<file path="config.mk">
export PLATFORM = sky130hd
export DESIGN_NAME = gray_code_converter_pipe
export DESIGN_NICKNAME = d
export VERILOG_FILES = /design/src/rtl/gray_pkg.sv /design/src/rtl/gray_adj_checker.sv /design/src/rtl/gray_code_converter_pipe.sv
export SDC_FILE = /design/constraint.sdc
export NUM_CORES = 1
export LEC_CHECK = 0
export ABC_AREA = 0
export CORE_ASPECT_RATIO = 2
export CORE_MARGIN = 4
export CORE_UTILIZATION = 44
export DETAILED_ROUTE_END_ITERATION = 8
export GPL_TIMING_DRIVEN = 0
export PLACE_DENSITY = 0.76
export SKIP_CTS_REPAIR_TIMING = 1
export SYNTH_ARGS = -nofsm -noshare
export SYNTH_HDL_FRONTEND = slang
export SYNTH_SLANG_ARGS = --single-unit
</file>
<file path="constraint.sdc">
create_clock -name clk -period 1.9 [get_ports clk]
set_input_delay 0.475 -clock clk [delete_from_list [all_inputs] [get_ports clk]]
set_output_delay 0.475 -clock clk [all_outputs]
set_load 0.05 [all_outputs]
</file>
<file path="src/rtl/gray_pkg.sv">
// Shared constants and helpers for the Gray/binary converter.
package gray_pkg;

  localparam logic MODE_B2G = 1'b0;
  localparam logic MODE_G2B = 1'b1;

  // Widest code word the helper below can inspect.
  localparam int GRAY_MAX_WIDTH = 64;

  // True iff exactly one bit of vec is set.
  function automatic logic gray_popcount_is_one(input logic [GRAY_MAX_WIDTH-1:0] vec);
    return (vec != '0) && ((vec & (vec - 1'b1)) == '0);
  endfunction

endpackage

</file>
<file path="src/rtl/gray_adj_checker.sv">
// Keeps the last accepted Gray->binary word and flags words that are not
// exactly one bit away from it. The flag is combinational on the incoming word.
module gray_adj_checker
  import gray_pkg::*;
#(
  parameter int WIDTH = 8
) (
  input  logic             clk,
  input  logic             rst,
  input  logic             accept,
  input  logic             mode,
  input  logic [WIDTH-1:0] data,
  output logic             err
);

  logic [WIDTH-1:0] prev;
  logic             has_prev;

  // Distance check only applies to G2B words that have a G2B predecessor.
  always_comb begin
    err = 1'b0;
    if (mode == MODE_G2B && has_prev) begin
      err = !gray_popcount_is_one(GRAY_MAX_WIDTH'(data ^ prev));
    end
  end

  // History: a G2B word becomes the new reference, a B2G word breaks the chain.
  always_ff @(posedge clk or posedge rst) begin
    if (rst) begin
      prev     <= '0;
      has_prev <= 1'b0;
    end else if (accept) begin
      if (mode == MODE_G2B) begin
        prev     <= data;
        has_prev <= 1'b1;
      end else begin
        has_prev <= 1'b0;
      end
    end
  end

endmodule

</file>
<file path="src/rtl/gray_code_converter_pipe.sv">
// Pipelined bidirectional Gray/binary converter with valid/ready handshake.
// All stages share one advance enable; G2B resolves one MSB-first chunk per stage.
module gray_code_converter_pipe
  import gray_pkg::*;
#(
  parameter int WIDTH  = 8,
  parameter int STAGES = 2
) (
  input  logic             clk,
  input  logic             rst,
  input  logic             in_valid,
  output logic             in_ready,
  input  logic [WIDTH-1:0] in_data,
  input  logic             in_mode,
  output logic             out_valid,
  input  logic             out_ready,
  output logic [WIDTH-1:0] out_data,
  output logic             out_mode,
  output logic             adj_err
);

  localparam int CHUNK = (WIDTH + STAGES - 1) / STAGES;

  logic             adv;
  logic             adj_bit;
  logic             valid_reg [STAGES];
  logic             mode_reg  [STAGES];
  logic             err_reg   [STAGES];
  logic [WIDTH-1:0] data_reg  [STAGES];
  logic [WIDTH-1:0] conv      [STAGES];

  assign adv      = ~out_valid | out_ready;
  assign in_ready = adv;

  gray_adj_checker #(.WIDTH(WIDTH)) u_adj (
    .clk    (clk),
    .rst    (rst),
    .accept (in_valid & adv),
    .mode   (in_mode),
    .data   (in_data),
    .err    (adj_bit)
  );

  genvar gi;
  generate
    for (gi = 0; gi < STAGES; gi++) begin : g_stage
      // Bit range of the chunk this stage resolves; empty when HI < LO.
      localparam int HI     = WIDTH - 1 - gi * CHUNK;
      localparam int LO_RAW = WIDTH - (gi + 1) * CHUNK;
      localparam int LO     = (LO_RAW < 0) ? 0 : LO_RAW;

      logic [WIDTH-1:0] word_in;
      logic             mode_in;

      if (gi == 0) begin : g_first
        assign word_in = in_data;
        assign mode_in = in_mode;
      end else begin : g_rest
        assign word_in = data_reg[gi-1];
        assign mode_in = mode_reg[gi-1];
      end

      // Bits above the chunk are already binary, bits below are still Gray,
      // so each chunk bit is its Gray bit XOR the resolved bit just above.
      always_comb begin : p_conv
        logic [WIDTH-1:0] w;
        w = word_in;
        if (mode_in == MODE_G2B) begin
          for (int i = WIDTH - 2; i >= 0; i--) begin
            if (i <= HI && i >= LO) begin
              w[i] = w[i+1] ^ word_in[i];
            end
          end
        end else if (gi == 0) begin
          w = word_in ^ (word_in >> 1);
        end
        conv[gi] = w;
      end
    end
  endgenerate

  // Pipeline registers: every stage moves together when the output slot frees.
  always_ff @(posedge clk or posedge rst) begin
    if (rst) begin
      for (int s = 0; s < STAGES; s++) begin
        valid_reg[s] <= 1'b0;
        mode_reg[s]  <= 1'b0;
        err_reg[s]   <= 1'b0;
        data_reg[s]  <= '0;
      end
    end else if (adv) begin
      valid_reg[0] <= in_valid;
      mode_reg[0]  <= in_mode;
      err_reg[0]   <= adj_bit;
      data_reg[0]  <= conv[0];
      for (int s = 1; s < STAGES; s++) begin
        valid_reg[s] <= valid_reg[s-1];
        mode_reg[s]  <= mode_reg[s-1];
        err_reg[s]   <= err_reg[s-1];
        data_reg[s]  <= conv[s];
      end
    end
  end

  assign out_valid = valid_reg[STAGES-1];
  assign out_mode  = mode_reg[STAGES-1];
  assign adj_err   = err_reg[STAGES-1];
  assign out_data  = data_reg[STAGES-1];

endmodule

</file>
After elaboration in Yosys (flattened, before gate mapping)
Index checks and enable logic that the tools add are counted.
{"block": "word_totals", "register_bits": 31, "input_bits": 13, "out_inout_bits": 12, "word_cells": 41}
{"block": "classes", "add_sub_neg": 1, "mux": 11, "n_bitwise": 13, "n_reduce_logical": 6}
{"cell": "bitwise AND 64 bit", "count": 1}
{"cell": "logical NOT 64 bit", "count": 1}
{"cell": "nonzero test 64 bit", "count": 1}
{"cell": "subtractor 64 x 1 -> 64 bit (second input constant)", "count": 1}
{"cell": "two-way mux 1 bit", "count": 8}
{"cell": "two-way mux 4 bit", "count": 2}
{"cell": "XOR 8 x 7 -> 8 bit", "count": 1}
{"cell": "XOR 8 bit", "count": 1}
{"cell": "XOR 1 bit", "count": 7}
{"cell": "two-way mux 3 bit", "count": 1}
{"cell": "logical AND 1 bit", "count": 2}
{"cell": "AND reduction 2 bit", "count": 1}
{"cell": "bitwise AND 1 bit", "count": 1}
{"cell": "logical NOT 1 bit", "count": 1}
{"cell": "inverter 1 bit", "count": 1}
{"cell": "bitwise OR 1 bit", "count": 1}

Logic depth before layout (Yosys ltp)
{"block": "logic_depth", "depth_word": 8, "ltp_mapped": 5, "ltp_nobuf": 5}

Hierarchy
Synthesis repeated with hierarchy kept, for this count alone.
{"block": "unflattened", "cells_unflattened": 155, "area_unflattened_um2": 1556.5}
{"module": "gray_code_converter_pipe", "n_inst": 1, "cells_per_inst": 109, "area_per_inst_um2": 1018.5, "seq_area_each_um2": 550.5}
{"module": "gray_adj_checker", "n_inst": 1, "cells_per_inst": 46, "area_per_inst_um2": 538.0, "seq_area_each_um2": 225.2}

Worst setup path after synthesis
OpenSTA, ideal clock, no wires.
{"block": "synth_path", "path_type": "reg-to-output", "from": "register valid_reg, in the netlist out_valid", "to": "output port in_ready", "arrival_time_ns": 1.545, "t_required_ns": 1.425, "slack_ns": -0.120, "stages_incl_launch_ff": 4, "n_path_buf": 1, "cell_sequence": "dfrtp_1 -> nor2b_1 -> inv_1 -> clkbuf_1"}
{"block": "synth_via", "elab_chain_len": 2}
{"element": "start, declared", "line": "gray_code_converter_pipe.sv:26", "text": "logic valid_reg [STAGES];"}
{"element": "start signal, assigned by index", "line": "gray_code_converter_pipe.sv:97", "text": "valid_reg[s] <= valid_reg[s-1];"}
{"element": "inverter 1 bit", "line": "gray_code_converter_pipe.sv:32", "text": "assign adv = ~out_valid | out_ready;"}
{"element": "bitwise OR 1 bit", "line": "gray_code_converter_pipe.sv:32"}
{"element": "end, declared", "line": "gray_code_converter_pipe.sv:12", "text": "output logic in_ready,"}
Every way passes these cells.

Worst setup path after layout
{"block": "layout_path", "from": "input port in_data[3]", "to": "register err_reg[1] (netlist bit)"}
{"block": "layout_via", "elab_chain_len": 7, "elab_cells_between_ends": 8, "classes_between": "1 x add/sub; 1 x mux; 2 x bitwise; 4 x reduce/logical"}
{"element": "start, declared", "line": "gray_code_converter_pipe.sv:13", "text": "input logic [WIDTH-1:0] in_data,"}
{"element": "XOR 8 bit *", "line": "gray_adj_checker.sv:23", "text": "err = !gray_popcount_is_one(GRAY_MAX_WIDTH'(data ^ prev));"}
{"element": "subtractor 64 x 1 -> 64 bit", "line": "gray_pkg.sv:12", "text": "return (vec != '0) && ((vec & (vec - 1'b1)) == '0);"}
{"element": "bitwise AND 64 bit", "line": "gray_pkg.sv:12"}
{"element": "logical NOT 64 bit", "line": "gray_pkg.sv:12"}
{"element": "logical AND 1 bit *", "line": "gray_pkg.sv:12"}
{"element": "logical NOT 1 bit *", "line": "gray_adj_checker.sv:23"}
{"element": "two-way mux 1 bit *", "line": "gray_adj_checker.sv:22", "text": "if (mode == MODE_G2B && has_prev) begin"}
{"element": "end signal, assigned by index", "line": "gray_code_converter_pipe.sv:99", "text": "err_reg[s] <= err_reg[s-1];"}
{"element": "end, declared", "line": "gray_code_converter_pipe.sv:28", "text": "logic err_reg [STAGES];"}
Every way passes the cells marked *; elsewhere a longest branch is shown, timed or not.
A chain may end at the register's enable or synchronous reset.

==> summary.txt <==
Die X: 49.2 microns
Via density: 5.38
Post-synthesis adder-cell area fraction: 0%
Seq cells post-synth: 31
Required time of the worst setup path: 2.07 ns
Period Utilization, post-route: 98.2%
Commonest non-fill, non-tap cells in the layout: 42 x nand2_1, 31 x dfrtp_1, 15 x xnor2_1, 12 x dlymetal6s2s_1, 11 x o21ai_0
Max frequency: 536 MHz
Start point of the critical path: in_data[3]
Vias in the first global route: 1183
Final Skew: 0.00614 ns
First-pass GRT wire length: 4900 microns
Peak supply drop: 673 uV
Initial antenna violation count: 0
Post-synthesis mux area share: 6.80%
Most common cell after layout, fill and taps aside: nand2_1
Mean post-synth cell area: 9.93 sq um
Setup crit end: err_reg[1]
Storage cell area: 776 sq um
Post-synthesis cell count: 150
Placeable Area: 3230 sq um
CP endpoint kind: flop
Via count: 1147
Critical Path Stages: 6
DRC errors left: 0
Outcome: complete, no violations
Worst path top cell family by delay: buffers and inverters
Xor/xnor share of the synthesized area: 15.0%
Leak pwr: 0.965 nW
Port bufs: 23
Slowest stage delay, CP: 0.49 ns
Largest net degree at the start of global routing: 32
Layout overhead on the synthesized area: 29.5%
Placement-stage worst setup slack: -0.847 ns
GPL Wtd Cong: 0.854
Minimum clock period: 1.87 ns
Count of different cell masters after synthesis: 21
Area of placed instances: 1760 sq um
Reg-to-reg endpoint: err_reg[1]
Buf+Inv Stages, Crit Path: 1
Ys flop type: dfrtp_1
Slew Viols, Final: 0
1st-iter DRT viols: 28
WP data arrival: 2.03 ns
Worst reg2reg path startpoint: u_adj.prev[3]
Power per cell area: 1150 nW/um^2
Routed WL per cell: 13.7 microns
Seq/Total Area, Yosys: 52.1%
N_diodes: 0
First drt pass iteration count: 4
FF-to-FF path depth: 5
Die Y: 90.3 microns
Post-Synthesis Cell Area: 1490 sq um
Antenna-violating nets left: 0
Crit path launch type: input port
Hold Path Class: reg2reg
Clock Tree Root: clkbuf_8
Worst-path maximum fanout: 4
Worst Setup Slack, final: 0.0335 ns
YS warnings: 0
Total wire length: 2920 microns
CTS sink count: 31
Max_slew headroom: 23.8%
Largest family of logic cells by synthesized area: simple AND/OR/NAND/NOR gates
Clock Pin Slew Worst Setup and Hold Paths: 0.06 ns
Io pins: 25
Number of buffers created by CTS: 5
Proportion of layout cells with a drive suffix above 1: 14.3%
Die ar.: 4440 sq um
Post-Synth Simple-Gate Area: 17.5%
Critical-path cell list: clkdlybuf4s50_1 -> xnor2_1 -> nand4_1 -> mux2_2 -> o211ai_1 -> a22o_1
FFs w/ async S/R, synth: 100%
H-tree depth: 2
GRT Util Overall: 14.2%
Post-layout nets: 196
Post-synth EDFFs: 0
Clk Latency, worst-skew pair: 0.28 ns
R2r setup slk: 0.39 ns
Util after Layout: 59.7%
CTS tree: done
Net Count, Synth: 163
Area of the multi-input gates: 717 sq um
Maxcap violations: 0
Clk buf depth: 2
Fillcell total: 272
RSZ-0062 raised after global routing: false
Setup violations, final: 0
Overflow after GRT: 0
Hpwl dp: 2150 microns
Slowest stage cell on the critical path: clkdlybuf4s50_1
Fin. Hold Viols: 0
Rows: 29
Initial Util: 46.1%
Synth Area in Compound Gates: 6.63%
Worst Tran Pin Value: 1.14 ns
Cell area after layout: 1930 sq um
Critical path class: in2reg
stage by stage:
| step | TNS [ns] | power [mW] | cells | hold WS [ns] |
|---|---|---|---|---|
| 6_report | 0 | 2.23 | 213 | 0.457 |
| 3_5_place_dp | -1.79 | 1.75 | 204 | 0.456 |
| 4_1_cts | -1.03 | 2.22 | 210 | 0.470 |
| 5_1_grt | 0 | 2.35 | 213 | 0.483 |
| 2_1_floorplan | 0 | 1.49 | 150 | 0.435 |
| 3_3_place_gp | -1.42 | 1.71 | 204 | 0.441 |
synthesized netlist by cell type, drive strengths merged, types with 3 or more instances:
library cell,number,share of area [%]
xor2,4,2.4
nor2b,5,2.1
o21ai,12,4.0
dfrtp,31,52
clkbuf,5,1.3
inv,3,0.76
a21oi,3,1.0
nor2,5,1.3
nand3,3,1.3
xnor2,19,11
nand2,42,11
mux2,9,6.8
worst min-delay path by stage:
stage	startpoint	end	cells after the start
final	adj_err	adj_err	2
after floorplan	valid_reg[1]	out_valid	1
after detailed placement	out_data[2]	out_data[2]	2
after global routing	g_stage[1].word_in[5]	out_data[5]	2
after global placement	valid_reg[1]	out_valid	1
after CTS	out_data[2]	out_data[2]	2
layer usage:
metal | up-vias | GRT usage [%] | share of wire [%]
met4 | 0 | 8.31 | 3.5
met2 | 31 | 26.9 | 57
li1 | 553 | - | -
met5 | - | 0 | 0
met1 | 550 | 11.9 | 35
met3 | 13 | 4.79 | 4.8
cell families (layout without fill, tap and decap cells):
kind of cell	after synthesis	in the layout
xor+xnor	24	24
simple gates	60	60
flops	31	31
compound gates	18	18
mux	9	9
buf+inv	8	40
worst reg2reg max path, stage by stage (launching register included):
cell and delay [ns]:
dfrtp_1 0.39, xnor2_1 0.32, nand4_1 0.17, mux2_2 0.26
o211ai_1 0.08, a22o_1 0.18
layout make-up:
class                   instances  share of cell area [%]
inverters                       3                   0.584
multi-input cells             111                    37.2
clock buffers                   6                    3.76
well taps                      31                    2.01
repair buffers                 26                    14.9
flip-flops and latches         31                    40.2
plain buffers                   5                    1.36
where the power goes:
part	leakage (nW)	switching (mW)	internal, mW
clock	0.0371	0.221	0.243
combinational	0.556	0.507	0.351
sequential	0.372	0.0991	0.806
total	0.965	0.827	1.40
No activity file was read; power rests on OpenSTA's default activity.
